## src/rtl/sine_lut_scheduler.sv

```systemverilog
// Two-channel sine sample scheduler sharing one quarter-wave ROM.
// Grants round-robin, folds each channel's phase onto 0..90 degrees and restores the sign.
module sine_lut_scheduler #(
    parameter int DATA_W    = 24,
    parameter int LUT_DEPTH = 91,
    parameter int ADDR_W    = 7
) (
    input  logic                     clk,
    input  logic                     reset,
    input  logic                     enable,
    input  logic [8:0]               step0,
    input  logic [8:0]               step1,
    input  logic                     req0,
    input  logic                     req1,
    output logic                     valid0,
    output logic                     valid1,
    output logic signed [DATA_W-1:0] data0,
    output logic signed [DATA_W-1:0] data1,
    output logic [ADDR_W-1:0]        lut_addr,
    input  logic [DATA_W-1:0]        lut_data,
    output logic                     busy
);

    localparam int         QUARTER   = LUT_DEPTH - 1;
    localparam logic [8:0] STEP_MAX  = 9'd359;
    localparam logic [9:0] FULL_TURN = 10'd360;

    typedef enum logic [1:0] {
        IDLE = 2'd0,
        ADDR = 2'd1,
        DATA = 2'd2
    } state_t;

    state_t state, state_next;

    logic [8:0]  phase0, phase1;
    logic        rr_ptr;

    // Transaction context captured at grant, consumed in DATA
    logic        gnt_p1;
    logic [8:0]  step_p1;
    logic        neg_p1;

    logic        elig0, elig1, grant_any, grant_ch;
    logic [8:0]  grant_phase, grant_step_raw, grant_step;
    logic [ADDR_W-1:0] fold_addr;
    logic        fold_neg;
    logic [8:0]  cur_phase, phase_next;
    logic [9:0]  phase_sum;
    logic signed [DATA_W-1:0] sample;

    // Returns {negative, quarter-wave address} for a phase in 0..359
    function automatic logic [ADDR_W:0] fold_phase(input logic [8:0] p);
        int   pi;
        int   a;
        logic n;
        pi = {23'd0, p};
        if (pi < QUARTER) begin
            a = pi;
            n = 1'b0;
        end else if (pi < 2 * QUARTER) begin
            a = 2 * QUARTER - pi;
            n = 1'b0;
        end else if (pi < 3 * QUARTER) begin
            a = pi - 2 * QUARTER;
            n = 1'b1;
        end else begin
            a = 4 * QUARTER - pi;
            n = 1'b1;
        end
        return {n, a[ADDR_W-1:0]};
    endfunction

    function automatic logic signed [DATA_W-1:0] apply_sign(input logic [DATA_W-1:0] mag,
                                                            input logic negative);
        return negative ? -$signed(mag) : $signed(mag);
    endfunction

    // Arbitration; a channel whose result is showing this cycle is masked
    always_comb begin
        elig0          = enable & req0 & ~valid0;
        elig1          = enable & req1 & ~valid1;
        grant_any      = elig0 | elig1;
        grant_ch       = (elig0 & elig1) ? rr_ptr : elig1;
        grant_phase    = grant_ch ? phase1 : phase0;
        grant_step_raw = grant_ch ? step1 : step0;
        grant_step     = (grant_step_raw > STEP_MAX) ? STEP_MAX : grant_step_raw;
        {fold_neg, fold_addr} = fold_phase(grant_phase);
    end

    always_comb begin
        cur_phase  = gnt_p1 ? phase1 : phase0;
        phase_sum  = {1'b0, cur_phase} + {1'b0, step_p1};
        phase_next = (phase_sum >= FULL_TURN) ? 9'(phase_sum - FULL_TURN) : phase_sum[8:0];
        sample     = apply_sign(lut_data, neg_p1);
    end

    always_ff @(posedge clk) begin
        if (reset) begin
            state <= IDLE;
        end else begin
            state <= state_next;
        end
    end

    always_comb begin
        state_next = IDLE;
        case (state)
            IDLE:    state_next = grant_any ? ADDR : IDLE;
            ADDR:    state_next = DATA;
            DATA:    state_next = IDLE;
            default: state_next = IDLE;
        endcase
    end

    assign busy = (state != IDLE);

    // Grant stage registers the address; DATA stage writes back the result
    always_ff @(posedge clk) begin
        if (reset) begin
            phase0   <= '0;
            phase1   <= '0;
            rr_ptr   <= 1'b0;
            valid0   <= 1'b0;
            valid1   <= 1'b0;
            data0    <= '0;
            data1    <= '0;
            lut_addr <= '0;
        end else begin
            valid0 <= 1'b0;
            valid1 <= 1'b0;
            if (state == IDLE && grant_any) begin
                gnt_p1   <= grant_ch;
                step_p1  <= grant_step;
                neg_p1   <= fold_neg;
                lut_addr <= fold_addr;
            end
            if (state == DATA) begin
                if (gnt_p1) begin
                    data1  <= sample;
                    valid1 <= 1'b1;
                    phase1 <= phase_next;
                end else begin
                    data0  <= sample;
                    valid0 <= 1'b1;
                    phase0 <= phase_next;
                end
                rr_ptr <= ~gnt_p1;
            end
        end
    end

endmodule

```

## config.mk

```make
export PLATFORM = sky130hd
export DESIGN_NAME = sine_lut_scheduler
export DESIGN_NICKNAME = d
export VERILOG_FILES = /design/src/rtl/sine_lut_scheduler.sv
export SDC_FILE = /design/constraint.sdc
export NUM_CORES = 1
export LEC_CHECK = 0
export ABC_AREA = 1
export CORE_UTILIZATION = 44
export CTS_BUF_LIST = sky130_fd_sc_hd__clkbuf_8
export CTS_CLUSTER_SIZE = 28
export DETAILED_ROUTE_END_ITERATION = 7
export GPL_ROUTABILITY_DRIVEN = 0
export PLACE_DENSITY = 0.72
export SYNTH_ARGS = -nofsm -noshare
export SYNTH_HDL_FRONTEND = slang
export SYNTH_SLANG_ARGS = --single-unit
```

## constraint.sdc

```tcl
create_clock -name clk -period 7 [get_ports clk]
set_clock_uncertainty 0.05 [all_clocks]
set_input_delay 1.4 -clock clk [delete_from_list [all_inputs] [get_ports clk]]
set_output_delay 1.4 -clock clk [all_outputs]
set_load 0.01 [all_outputs]
```

Yosys cells after proc, flatten, opt, wreduce, memory -nomap -nowiden
Index checks and enable logic that the tools add are counted.

Flip-flop bits (word level): 89. Bits of input ports: 47.

Add/subtract/negate cells: 6. $lt $le $gt $ge: 5. Equal/unequal tests: 2. Muxes and demuxes: 14. Bitwise operators: 11. Reduce and logical (&&, ||, !) cells: 7.

Operator list (count): $mux 9 (4); $mux 24 (1); $neg 24->24 (1); $mux 7 (3); $add 9x9->10 (1); $ge 10x9->1 const B (1); $gt 9x9->1 const B (1); $lt 9x7->1 const B (1); $lt 9x8->1 const B (1); $lt 9x9->1 const B (1); $sub 9x9->9 const B (1); $sub 6x7->7 const A (1); $sub 7x6->7 const B (1); $sub 7x7->7 const A (1); $reduce_and 2->1 (3); $and 1x1->1 (5); $mux 1 (5); $not 1->1 (5); $pmux 2 s2 (1); $eq 2x1->1 const B (1); $eq 2x2->1 const B (1); $logic_not 2->1 (1); $reduce_bool 2->1 (1); $reduce_or 2->1 (1); other kinds (2) (2).

Logic depth before layout (Yosys ltp)
Depth in word-level cells: 9. Mapped depth: 23. Depth with buffers taken out: 22.

Worst setup path after synthesis
OpenSTA, ideal clock, no wires.

Path kind: in2reg. Start: in req0. End: reg lut_addr[6]. Setup time: 0.109 ns. Data arrival time: 3.038 ns. Required time: 6.841 ns. Path slack: 3.803 ns. Cell stages on the path: 23. Buffers on the path: 1. Path through: nand2_1 > nor2_4 > nand2_4 > nand2_4 > buf_8 > nand2_4 > nand2_4 > clkinv_2 > ha_1 > nand2_1 > nand3_1 > nand2_1 > nand2_1 > nand2_1 > nand2_1 > nand2_1 > nand2_1 > nand2_1 > nand2_1 > nand2_1 > nand3_1 > nand2_1 > inv_1.

Cells in the longest elaborated chain, start to end: 9. Elaborated cells on any way between the ends: 16.

RTL lines: start: declaration (line 13) `input logic req0,`; $and 1x1->1 * (2 in series) (line 81) `elig0 = enable & req0 & ~valid0;`; $and 1x1->1 (line 84) `grant_ch = (elig0 & elig1) ? rr_ptr : elig1;`; $mux 1 (line 84); $mux 9 (line 85) `grant_phase = grant_ch ? phase1 : phase0;`; $lt 9x9->1, or another cell as far along (line 64) `end else if (pi < 3 * QUARTER) begin`; $mux 7 (line 64); $mux 7 (line 61) `end else if (pi < 2 * QUARTER) begin`; $mux 7 (line 58) `if (pi < QUARTER) begin`; end signal: assignment (line 136) `lut_addr <= fold_addr;`; end: declaration (line 19) `output logic [ADDR_W-1:0] lut_addr,`.

Mark *: on every way between the ends. The rest lies on a longest branch, timed or not. A chain may end at the register's enable or synchronous reset.

==> run_results.csv <==
group,metric,value,unit
sta,finalSetupViolCount,0,
yosys,synth_ff_type,"dfxtp_1",
power,power_switching,0.000354,W
clock_tree,cts_buffers,9,
finish,regArea,1890,µm²
yosys,async_reset_ff_share,0,%
clock_tree,cts-root-buf,"clkbuf_8",
yosys,synth_seq_cells,89,
global_route,antenna_found_initial,0,
clock_tree,clk_pin_slew,0.09,ns
finish,fill_cells,1080,
power,clockPowerShare,31.8,%
power,power_frac_comb,21.0,%
power,swShare,30.5,%
finish,drive_above_1_share,6.26,%
global_route,grt_pass1_vias,4855,
global_route,use_met3,6.05,%
global_route,overflow,0,
power,seqPwrFrac,47.2,%
global_route,gr-usage-met1,27.5,%
critical_path,worstPathCellList,"clkdlybuf4s50_1 > inv_1 > nand2_1 > inv_1 > nand2_1 > o21ai_0",
sta,maxSlewViolCount,0,
placement,numPortBuffers,104,
die,start_util,45.1,%
sta,rsz0062_at_grt,"no",
drt,final_antenna_net_count,0,
finish,syn2layout_area_growth,25.7,%
global_route,grt_busiest_layer,"met2",
finish,final_nets,890,
global_route,met2_usage,39.3,%
sta,max_freq,245,MHz
clock_tree,cts_tree,"built",
yosys,synth.yosys.seq_area_share,36.9,%
flow_run,cap_violations,0,
run_status,violations,"DRC",
yosys,synth_cells,735,
drt,drt_iter0_drc,211,
clock_tree,post_cts_resized,0,
global_route,grt_pass1_wl,21.7,mm
power,power.density,180,nW/µm²
global_route,track_usage,23.0,%
sta,worst_slew_pin_slew,1.09,ns
die,core_area,11400,µm²
yosys,synth.cell_area,5120,µm²
critical_path,slowest_stage,"inv_1",
yosys,yosysWarnings,0,
drt,routed_wl,12.7,mm
critical_path,start_kind,"primary input",
worst_hold_path,hold_path_class,"flip-flop to flip-flop",
clock_tree,clockBufferDepth,2,
placement,dp_hpwl,9.54,mm
critical_path,critPathArrivalTime,4.33,ns
sta,relSlewSlack,27.1,%
sta,holdWs,0.403,ns
critical_path,cp_max_fo,30,
critical_path,path_class,"primary input to flip-flop",
die,die_h,110,µm
die,rows,39,
die,dieArea,12100,µm²
power,p_int,0.000805,W
run_status,outcome,"finished, violations left",
sta,fin_crit_sh,58.4,%
power,p_total,0.00116,W
critical_path,worstPathRequired,7.24,ns
sta,finalHoldViolations,0,
global_route,grt_max_degree,52,
drt,dr.pass1.iters,7,
drt,routed_via_density,5.01,
clock_tree,cts_sinks,89,
die,die_x,110,µm
sta,fin_crit,4.09,ns
critical_path,worstSetupEndpointType,"flip-flop",
yosys,syn_avg_cell_area,6.97,µm²
drt,routedWlPerCell,13.1,µm
clock_tree,cts_setup_buffers,0,
power,p_leak,2.99,nW
finish,stdcell_area,6440,µm²
clock_tree,clock_latency,0.37,ns
yosys,synth_edf_count,11,
clock_tree,htree_levels,3,
drt,drc,2,
yosys,syn_nets,799,
power,vdd_drop_max,130,µV
yosys,ys_types,38,
placement,placed_area,6240,µm²
critical_path,max_stage_delay,0.88,ns
sta,tns,0,ns
finish,multiInputGateArea,2730,µm²
clock_tree,holdBufCountCts,0,
finish,utilization,56.6,%
die,io_pins,105,
finish,diodes,0,
drt,num_vias,4877,
[worst paths after layout]
check | startpoint | endpoint | slack, ns | cells past startpoint
setup reg to reg | gnt_p1 | phase0[5] | 3.58 | 15
setup / recovery | reset | data1[12] | 2.91 | 6
hold / removal | state[1] | state[1] | 0.40 | 1
hold reg to reg | state[1] | state[1] | 0.40 | 1
[routing by layer]
metal	vias up	share of wire, %
met5	-	0
met4	0	1.8
met3	24	6.6
met2	140	48
met1	2204	43
li1	2509	-
[power by group through the flow]
stage	clock network, W	registers [W]	logic (W)
2_1_floorplan	0	0.000560	0.000154
6_report	0.000369	0.000547	0.000243
4_1_cts	0.000376	0.000548	0.000243
3_3_place_gp	0	0.000559	0.000235
3_5_place_dp	0	0.000559	0.000242
5_1_grt	0.000397	0.000550	0.000274
[registers in the layout, indices dropped and copies added, names as in the netlist]
name	flops
valid0	1
neg_p1	1
step_p1	9
data1	24
phase1	9
valid1	1
gnt_p1	1
phase0	9
state	2
data0	24
rr_ptr	1
lut_addr	7
[synthesized netlist by cell type (11+ instances only)]
cell,n,area (µm²)
edfxtp_1,11,330
nor2_1,58,218
clkbuf_1,21,78.8
nand3_1,37,185
nand2_1,210,788
inv_1,96,360
o211ai_1,16,120
a21oi_1,30,150
dfxtp_1,78,1560
o21ai_0,53,265
ha_1,16,200
xnor2_1,11,96.3
xor2_1,21,184
[logic make-up (layout without fill, tap and decap cells)]
kind of cell             count (synthesis)  in the layout  share of synthesized area [%]
AO/OA/AOI/OAI                          120            120                           13.2
AND/OR/NAND/NOR                        345            345                           29.5
multiplexers                             4              4                          0.782
buffers and inverters                  128            224                           9.84
XOR/XNOR                                32             32                           5.47
adder cells (fa/ha/maj)                 17             17                           4.30
flip-flops                              89             89                           36.9
[stage by stage]
step / std cells / worst slack (ns)
floorplan: 735 / 3.80
global route: 974 / 2.66
global placement: 958 / 2.67
CTS: 974 / 2.94
finish: 974 / 2.91
detailed placement: 958 / 2.54
[worst max-delay path, delay by kind of cell]
family,cells,cell delay [ns]
AND/OR/NAND/NOR,2,0.40
buffers and inverters,3,2.40
AO/OA/AOI/OAI,1,0.11
[layout by cell type (no fill, tap or decap), types with 21 or more instances in the layout]
master	Yosys	layout
nand2_1	210	210
xor2_1	21	21
clkdlybuf4s50_1	0	104
dfxtp_1	78	78
inv_1	96	96
o21ai_0	53	53
a21oi_1	30	30
nor2_1	58	57
nand3_1	37	37
[layout make-up]
class | instances | area share [%]
well taps | 143 | 2.78
clock buffers | 9 | 1.92
flip-flops and latches | 89 | 29.4
repair buffers | 104 | 16.2
clock inverters | 7 | 1.19
inverters | 104 | 6.12
multi-input cells | 518 | 42.5
No activity file was read; power rests on OpenSTA's default activity.
